`src/rtl/fetch_prefetch_queue_if.sv`:
```
// Fetch front-end bundle: imem request/response channel plus IF/ID output.
// master = fetch unit side, slave = memory/decode environment side.
interface fetch_prefetch_queue_if #(
    parameter int PC_W  = 9,
    parameter int INS_W = 32
);
    logic             imem_req_valid;
    logic             imem_req_ready;
    logic [PC_W-1:0]  imem_req_addr;
    logic             imem_rsp_valid;
    logic [INS_W-1:0] imem_rsp_data;
    logic             redirect;
    logic [PC_W-1:0]  redirect_pc;
    logic             out_valid;
    logic             out_ready;
    logic [PC_W-1:0]  out_pc;
    logic [INS_W-1:0] out_instr;

    modport master (
        output imem_req_valid, imem_req_addr,
        output out_valid, out_pc, out_instr,
        input  imem_req_ready, imem_rsp_valid, imem_rsp_data,
        input  redirect, redirect_pc, out_ready
    );

    modport slave (
        input  imem_req_valid, imem_req_addr,
        input  out_valid, out_pc, out_instr,
        output imem_req_ready, imem_rsp_valid, imem_rsp_data,
        output redirect, redirect_pc, out_ready
    );
endinterface

```
`src/rtl/fetch_prefetch_queue.sv`:
```
// Sequential fetch address generator with in-order prefetch queue.
// Define FETCH_BYPASS_EN to forward a response straight to out_* when the queue is empty.
module fetch_prefetch_queue #(
    parameter int PC_W  = 9,
    parameter int INS_W = 32,
    parameter int DEPTH = 4
) (
    input logic clk,
    input logic reset,
    fetch_prefetch_queue_if.master bus
);
    localparam int AW   = $clog2(DEPTH);
    localparam int CNTW = AW + 1;
    // Extra headroom: stale requests may pile up across repeated redirects.
    localparam int CW   = AW + 4;

    logic [PC_W-1:0]  fetch_pc;
    logic [PC_W-1:0]  q_pc    [DEPTH];
    logic [INS_W-1:0] q_instr [DEPTH];
    logic [AW-1:0]    rd_ptr;
    logic [AW-1:0]    wr_ptr;
    logic [CNTW-1:0]  count;
    logic [CW-1:0]    outstanding;
    logic [CW-1:0]    discard;
    // PCs of live (non-discarded) requests, in issue order.
    logic [PC_W-1:0]  pf_pc   [DEPTH];
    logic [AW-1:0]    pf_rd;
    logic [AW-1:0]    pf_wr;

    logic          req_fire;
    logic          rsp_live;
    logic          head_valid;
    logic          bypass;
    logic          push;
    logic          pop;
    logic [CW-1:0] credit_used;

    // Credit check, handshake qualification and output selection.
    always_comb begin
        credit_used = CW'(count) + outstanding - discard;
        bus.imem_req_valid = !reset && !bus.redirect
                             && (credit_used < CW'(DEPTH));
        bus.imem_req_addr = fetch_pc;
        req_fire = bus.imem_req_valid && bus.imem_req_ready;
        rsp_live = bus.imem_rsp_valid && (discard == '0) && !bus.redirect;
        head_valid = (count != '0);
`ifdef FETCH_BYPASS_EN
        bypass = !reset && !head_valid && rsp_live;
`else
        bypass = 1'b0;
`endif
        bus.out_valid = head_valid || bypass;
        bus.out_pc    = '0;
        bus.out_instr = '0;
        if (head_valid) begin
            bus.out_pc    = q_pc[rd_ptr];
            bus.out_instr = q_instr[rd_ptr];
        end else if (bypass) begin
            bus.out_pc    = pf_pc[pf_rd];
            bus.out_instr = bus.imem_rsp_data;
        end
        pop  = head_valid && bus.out_ready && !bus.redirect;
        push = rsp_live && !(bypass && bus.out_ready);
    end

    // Pointers, counters and fetch PC; redirect flushes everything live.
    always_ff @(posedge clk) begin
        if (reset) begin
            fetch_pc    <= '0;
            rd_ptr      <= '0;
            wr_ptr      <= '0;
            count       <= '0;
            outstanding <= '0;
            discard     <= '0;
            pf_rd       <= '0;
            pf_wr       <= '0;
        end else begin
            outstanding <= outstanding + CW'(req_fire)
                           - CW'(bus.imem_rsp_valid);
            if (bus.redirect) begin
                fetch_pc <= bus.redirect_pc & ~PC_W'(3);
                rd_ptr   <= '0;
                wr_ptr   <= '0;
                count    <= '0;
                pf_rd    <= '0;
                pf_wr    <= '0;
                discard  <= outstanding - CW'(bus.imem_rsp_valid);
            end else begin
                if (req_fire) begin
                    fetch_pc <= fetch_pc + PC_W'(4);
                    pf_wr    <= pf_wr + AW'(1);
                end
                if (bus.imem_rsp_valid && (discard != '0))
                    discard <= discard - CW'(1);
                if (rsp_live)
                    pf_rd <= pf_rd + AW'(1);
                if (push)
                    wr_ptr <= wr_ptr + AW'(1);
                if (pop)
                    rd_ptr <= rd_ptr + AW'(1);
                count <= count + CNTW'(push) - CNTW'(pop);
            end
        end
    end

    // Storage arrays: request PCs on issue, {pc, instr} on response.
    always_ff @(posedge clk) begin
        if (req_fire)
            pf_pc[pf_wr] <= fetch_pc;
        if (push) begin
            q_pc[wr_ptr]    <= pf_pc[pf_rd];
            q_instr[wr_ptr] <= bus.imem_rsp_data;
        end
    end
endmodule

```
`src/flat_wrapper.sv`:
```
// flat-port wrapper written by rule: the top's interface ports become plain ports
module fetch_prefetch_queue_flat 
#(
    parameter int PC_W  = 9,
    parameter int INS_W = 32,
    parameter int DEPTH = 4
)
  (clk, reset, bus_imem_req_valid, bus_imem_req_addr, bus_out_valid, bus_out_pc, bus_out_instr, bus_imem_req_ready, bus_imem_rsp_valid, bus_imem_rsp_data, bus_redirect, bus_redirect_pc, bus_out_ready);
  fetch_prefetch_queue_if #(.PC_W(PC_W), .INS_W(INS_W)) bus_i ();
  input logic clk;
  input logic reset;
  output wire logic [$bits(bus_i.imem_req_valid)-1:0] bus_imem_req_valid;
  output wire logic [$bits(bus_i.imem_req_addr)-1:0] bus_imem_req_addr;
  output wire logic [$bits(bus_i.out_valid)-1:0] bus_out_valid;
  output wire logic [$bits(bus_i.out_pc)-1:0] bus_out_pc;
  output wire logic [$bits(bus_i.out_instr)-1:0] bus_out_instr;
  input wire logic [$bits(bus_i.imem_req_ready)-1:0] bus_imem_req_ready;
  input wire logic [$bits(bus_i.imem_rsp_valid)-1:0] bus_imem_rsp_valid;
  input wire logic [$bits(bus_i.imem_rsp_data)-1:0] bus_imem_rsp_data;
  input wire logic [$bits(bus_i.redirect)-1:0] bus_redirect;
  input wire logic [$bits(bus_i.redirect_pc)-1:0] bus_redirect_pc;
  input wire logic [$bits(bus_i.out_ready)-1:0] bus_out_ready;
  assign bus_imem_req_valid = bus_i.imem_req_valid;
  assign bus_imem_req_addr = bus_i.imem_req_addr;
  assign bus_out_valid = bus_i.out_valid;
  assign bus_out_pc = bus_i.out_pc;
  assign bus_out_instr = bus_i.out_instr;
  assign bus_i.imem_req_ready = bus_imem_req_ready;
  assign bus_i.imem_rsp_valid = bus_imem_rsp_valid;
  assign bus_i.imem_rsp_data = bus_imem_rsp_data;
  assign bus_i.redirect = bus_redirect;
  assign bus_i.redirect_pc = bus_redirect_pc;
  assign bus_i.out_ready = bus_out_ready;
  fetch_prefetch_queue #(.PC_W(PC_W), .INS_W(INS_W), .DEPTH(DEPTH)) u_core (.clk(clk), .reset(reset), .bus(bus_i));
endmodule
```
`config.mk`:
```
export PLATFORM = sky130hd
export DESIGN_NAME = fetch_prefetch_queue_flat
export DESIGN_NICKNAME = d
export VERILOG_FILES = /design/src/rtl/fetch_prefetch_queue_if.sv /design/src/rtl/fetch_prefetch_queue.sv /design/src/flat_wrapper.sv
export SDC_FILE = /design/constraint.sdc
export NUM_CORES = 1
export LEC_CHECK = 0
export CAP_MARGIN = 10
export CELL_PAD_IN_SITES_DETAIL_PLACEMENT = 2
export CELL_PAD_IN_SITES_GLOBAL_PLACEMENT = 2
export CORE_MARGIN = 2
export CORE_UTILIZATION = 41
export CTS_BUF_LIST = sky130_fd_sc_hd__clkbuf_8
export DETAILED_ROUTE_END_ITERATION = 6
export PLACE_DENSITY_LB_ADDON = 0.1
export SLEW_MARGIN = 25
export SYNTH_ARGS = -nofsm -noshare
export SYNTH_HDL_FRONTEND = slang
export SYNTH_SLANG_ARGS = --single-unit
export TNS_END_PERCENT = 50
```
`constraint.sdc`:
```
create_clock -name clk -period 8.2 [get_ports clk]
set_input_delay 1.64 -clock clk [delete_from_list [all_inputs] [get_ports clk]]
set_output_delay 1.64 -clock clk [all_outputs]
set_load 0.03 [all_outputs]
```
==> flow_summary_export.csv <==
group,metric,value,unit
min_path,min_path_cells,2,
clock_tree,cts_tree,"done",
power_and_ir_drop,switchingPower,751,uW
route,routed_via_density,5.22,
power_and_ir_drop,power.clock.fraction,34.1,%
placed_design,gp_congestion,0.672,
clock_tree,numCtsBuffers,37,
floorplanning,die_h,154,um
route,drtAntennaViolNets,0,
clock_tree,cts.clk_slew.worst_paths,60,ps
yosys,async_reset_ff_share,0,%
sta,whs,576,ps
global_route,grt_pass1_wl,34400,um
yosys,netlist_instances,547,
yosys,ys_seq_area_share,67.3,%
global_route,grt_overflow,0,
layout,drive_gt1_share,17.7,%
worst_setup_path,start_kind,"input pin",
route,drc_errors,0,
yosys,synth-seq-cells,218,
yosys,synth_top_cell_by_area,"edfxtp_1",
yosys,syn_avg_cell_area,16.8,sq um
sta,worstMarginPinSlew,960,ps
worst_setup_path,cp_data_arrival_time,4210,ps
global_route,grt_start_max_net_pins,40,
power_and_ir_drop,leakage,0.00373,uW
placed_design,port_buffers,92,
global_route,grt_util_met2,34.9,%
layout,instances_no_fill,970,
yosys,netlist_area,9220,sq um
route,vias,5064,
global_route,grt_util_met1,23.4,%
sta,final.setup.tns,0,ps
floorplanning,initial_core_util,42.0,%
yosys,yosys-top-cells-area,"edfxtp_1 60%, mux4_2 11%, dfxtp_1 7.4%",
clock_tree,ctsHoldBuffers,0,
layout,antenna_cells,0,
sta,fin_crit_sh,71.4,%
global_route,grt_usage,19.0,%
route,drt_iter0_markers,246,
worst_setup_path,end_kind,"primary output",
clock_tree,cts.sinks,218,
worst_setup_path,ff2ff_path_depth,16,
sta,slew_headroom,35.8,%
yosys,synth_top_flop_cell,"edfxtp_1",
clock_tree,clockBufferDepth,3,
yosys,synth_edf_count,184,
route,wl_per_cell,22.5,um
clock_tree,ctsResizeCount,0,
layout,final_common_cell,"edfxtp_1",
placed_design,placed_cells_incl_taps,904,
sta,worst_slack,2350,ps
layout,final_cell_mix,"184 x edfxtp_1, 92 x clkdlybuf4s50_1, 46 x mux4_2",
sta,finalMaxSlewViolations,0,
global_route,met3_usage,3.58,%
power_and_ir_drop,power_density,242,nW/um^2
route,drt_pre_antenna_iters,4,
power_and_ir_drop,ir_drop,113,uV
layout,syn_to_final_growth,20.6,%
clock_tree,cts-root-buf,"clkbuf_8",
sta,post-route-min-period,5850,ps
power_and_ir_drop,combPwrFrac,18.3,%
worst_setup_path,path_class,"in2out",
power_and_ir_drop,internal_power,1940,uW
global_route,antenna_found_initial,0,
yosys,synth_top_area_share,60.0,%
placed_design,dp_slack,2310,ps
sta,hold_viol_final,0,
power_and_ir_drop,pwr-share-seq,47.7,%
placed_design,post-dp-hpwl,13700,um
floorplanning,coreArea,22000,sq um
route,drt-total-wl,21800,um
layout,finish.utilization,50.6,%
power_and_ir_drop,p_sw_share,27.9,%
run,cap_violations,0,
outcome,status,"complete, no violations",
floorplanning,ioPinCount,99,
floorplanning,die_w,154,um
clock_tree,postCtsSetupBuffers,0,
sta,rsz0062_at_grt,"no",
worst_setup_path,cp_max_fo,22,
clock_tree,htreeDepth,2,
floorplanning,die_area,23700,sq um
layout,nFillCells,1991,
sta,timing.fmax,0.171,GHz
yosys,yosysUniqueCellTypes,51,
clock_tree,clk_latency,530,ps
floorplanning,rows,54,
yosys,synth_warnings,0,
global_route,grt.busiest_layer,"met2",
worst_setup_path,cp.required,6560,ps
min_path,hold_class,"reg2reg",
global_route,grt_pass1_vias,5844,
sta,skew,22.9,ps
layout,fin_nets,744,
sta,setup_violations,0,
worst paths after layout:
kind | slack [ps] | startpoint | endpoint
max | 2350 | reset | bus_imem_req_valid
min | 580 | u_core.pf_rd[0] | register
max reg2reg | 4240 | u_core.outstanding[2] | u_core.outstanding[5]
min reg2reg | 580 | u_core.pf_rd[0] | register
metal layers:
metal	wire length, um	vias up	share of wire (%)
met3	973	25	4.5
met1	8940	2637	41
li1	-	2279	-
met4	307	0	1.4
met5	0	-	0
met2	11600	123	53
power groups by stage:
stage | combinational (uW) | clock, uW | sequential, uW
2_1_floorplan | 357 | 0 | 1300
3_3_place_gp | 471 | 0 | 1300
3_5_place_dp | 493 | 0 | 1310
4_1_cts | 501 | 950 | 1280
5_1_grt | 554 | 994 | 1290
6_report | 492 | 917 | 1280
area by class of cell:
cell class	count	area [sq um]	share of cell area (%)
well taps	280	350	3.15
multi-input cells	275	2780	25.0
repair buffers	98	966	8.69
clock inverters	27	148	1.33
inverters	33	124	1.11
flip-flops and latches	218	6210	55.9
clock buffers	39	537	4.83
state kept, by name, summed over array words and instances, names as in the netlist, named ones only:
signal	count
u_core.bus.imem_req_addr	7
u_core.rd_ptr	2
u_core.count	3
u_core.q_instr	128
u_core.discard	6
u_core.pf_pc	28
u_core.pf_rd	2
u_core.outstanding	6
u_core.q_pc	28
u_core.pf_wr	2
u_core.wr_ptr	2
stage by stage:
step | power, uW | area, sq um
final | 2690 | 11100
after global routing | 2840 | 11100
after CTS | 2730 | 11100
after detailed placement | 1800 | 10400
after global placement | 1770 | 10400
after floorplan | 1650 | 9230
logic make-up after synthesis:
family	Yosys count	share of synthesized area, %
mux	50	11.7
xor+xnor	25	2.38
fa+ha+maj	34	4.94
compound gates	31	3.04
simple gates	131	7.85
flops	218	67.3
other cells	1	0.0407
buf+inv	57	2.73
worst max-delay path: stages:
cell and delay, ps:
clkdlybuf4s50_1 900, or2_2 670, nor4_1 260, clkdlybuf4s50_1 740
cells in the mapped netlist (2+ instances only):
master    number
fa_1           4
and2_1         9
nor2_1        37
or3_1          5
xor2_1         8
mux4_2        46
o21a_1         2
and3_1         3
buf_1          2
xnor2_1       17
o21ai_2        3
or2_2          3
ha_1          30
inv_1         31
o21bai_1       2
clkbuf_1      12
nand2_1       13
nor3_1         5
nor4_1         4
o21ai_0        3
buf_4          4
mux2i_1        4
nor2b_1       40
dfxtp_1       34
a211oi_1       6
buf_2          5
a21oi_1        5
a311oi_2       2
edfxtp_1     184
nand3_1        3
Note: power is estimated with default switching activity, not from simulation.
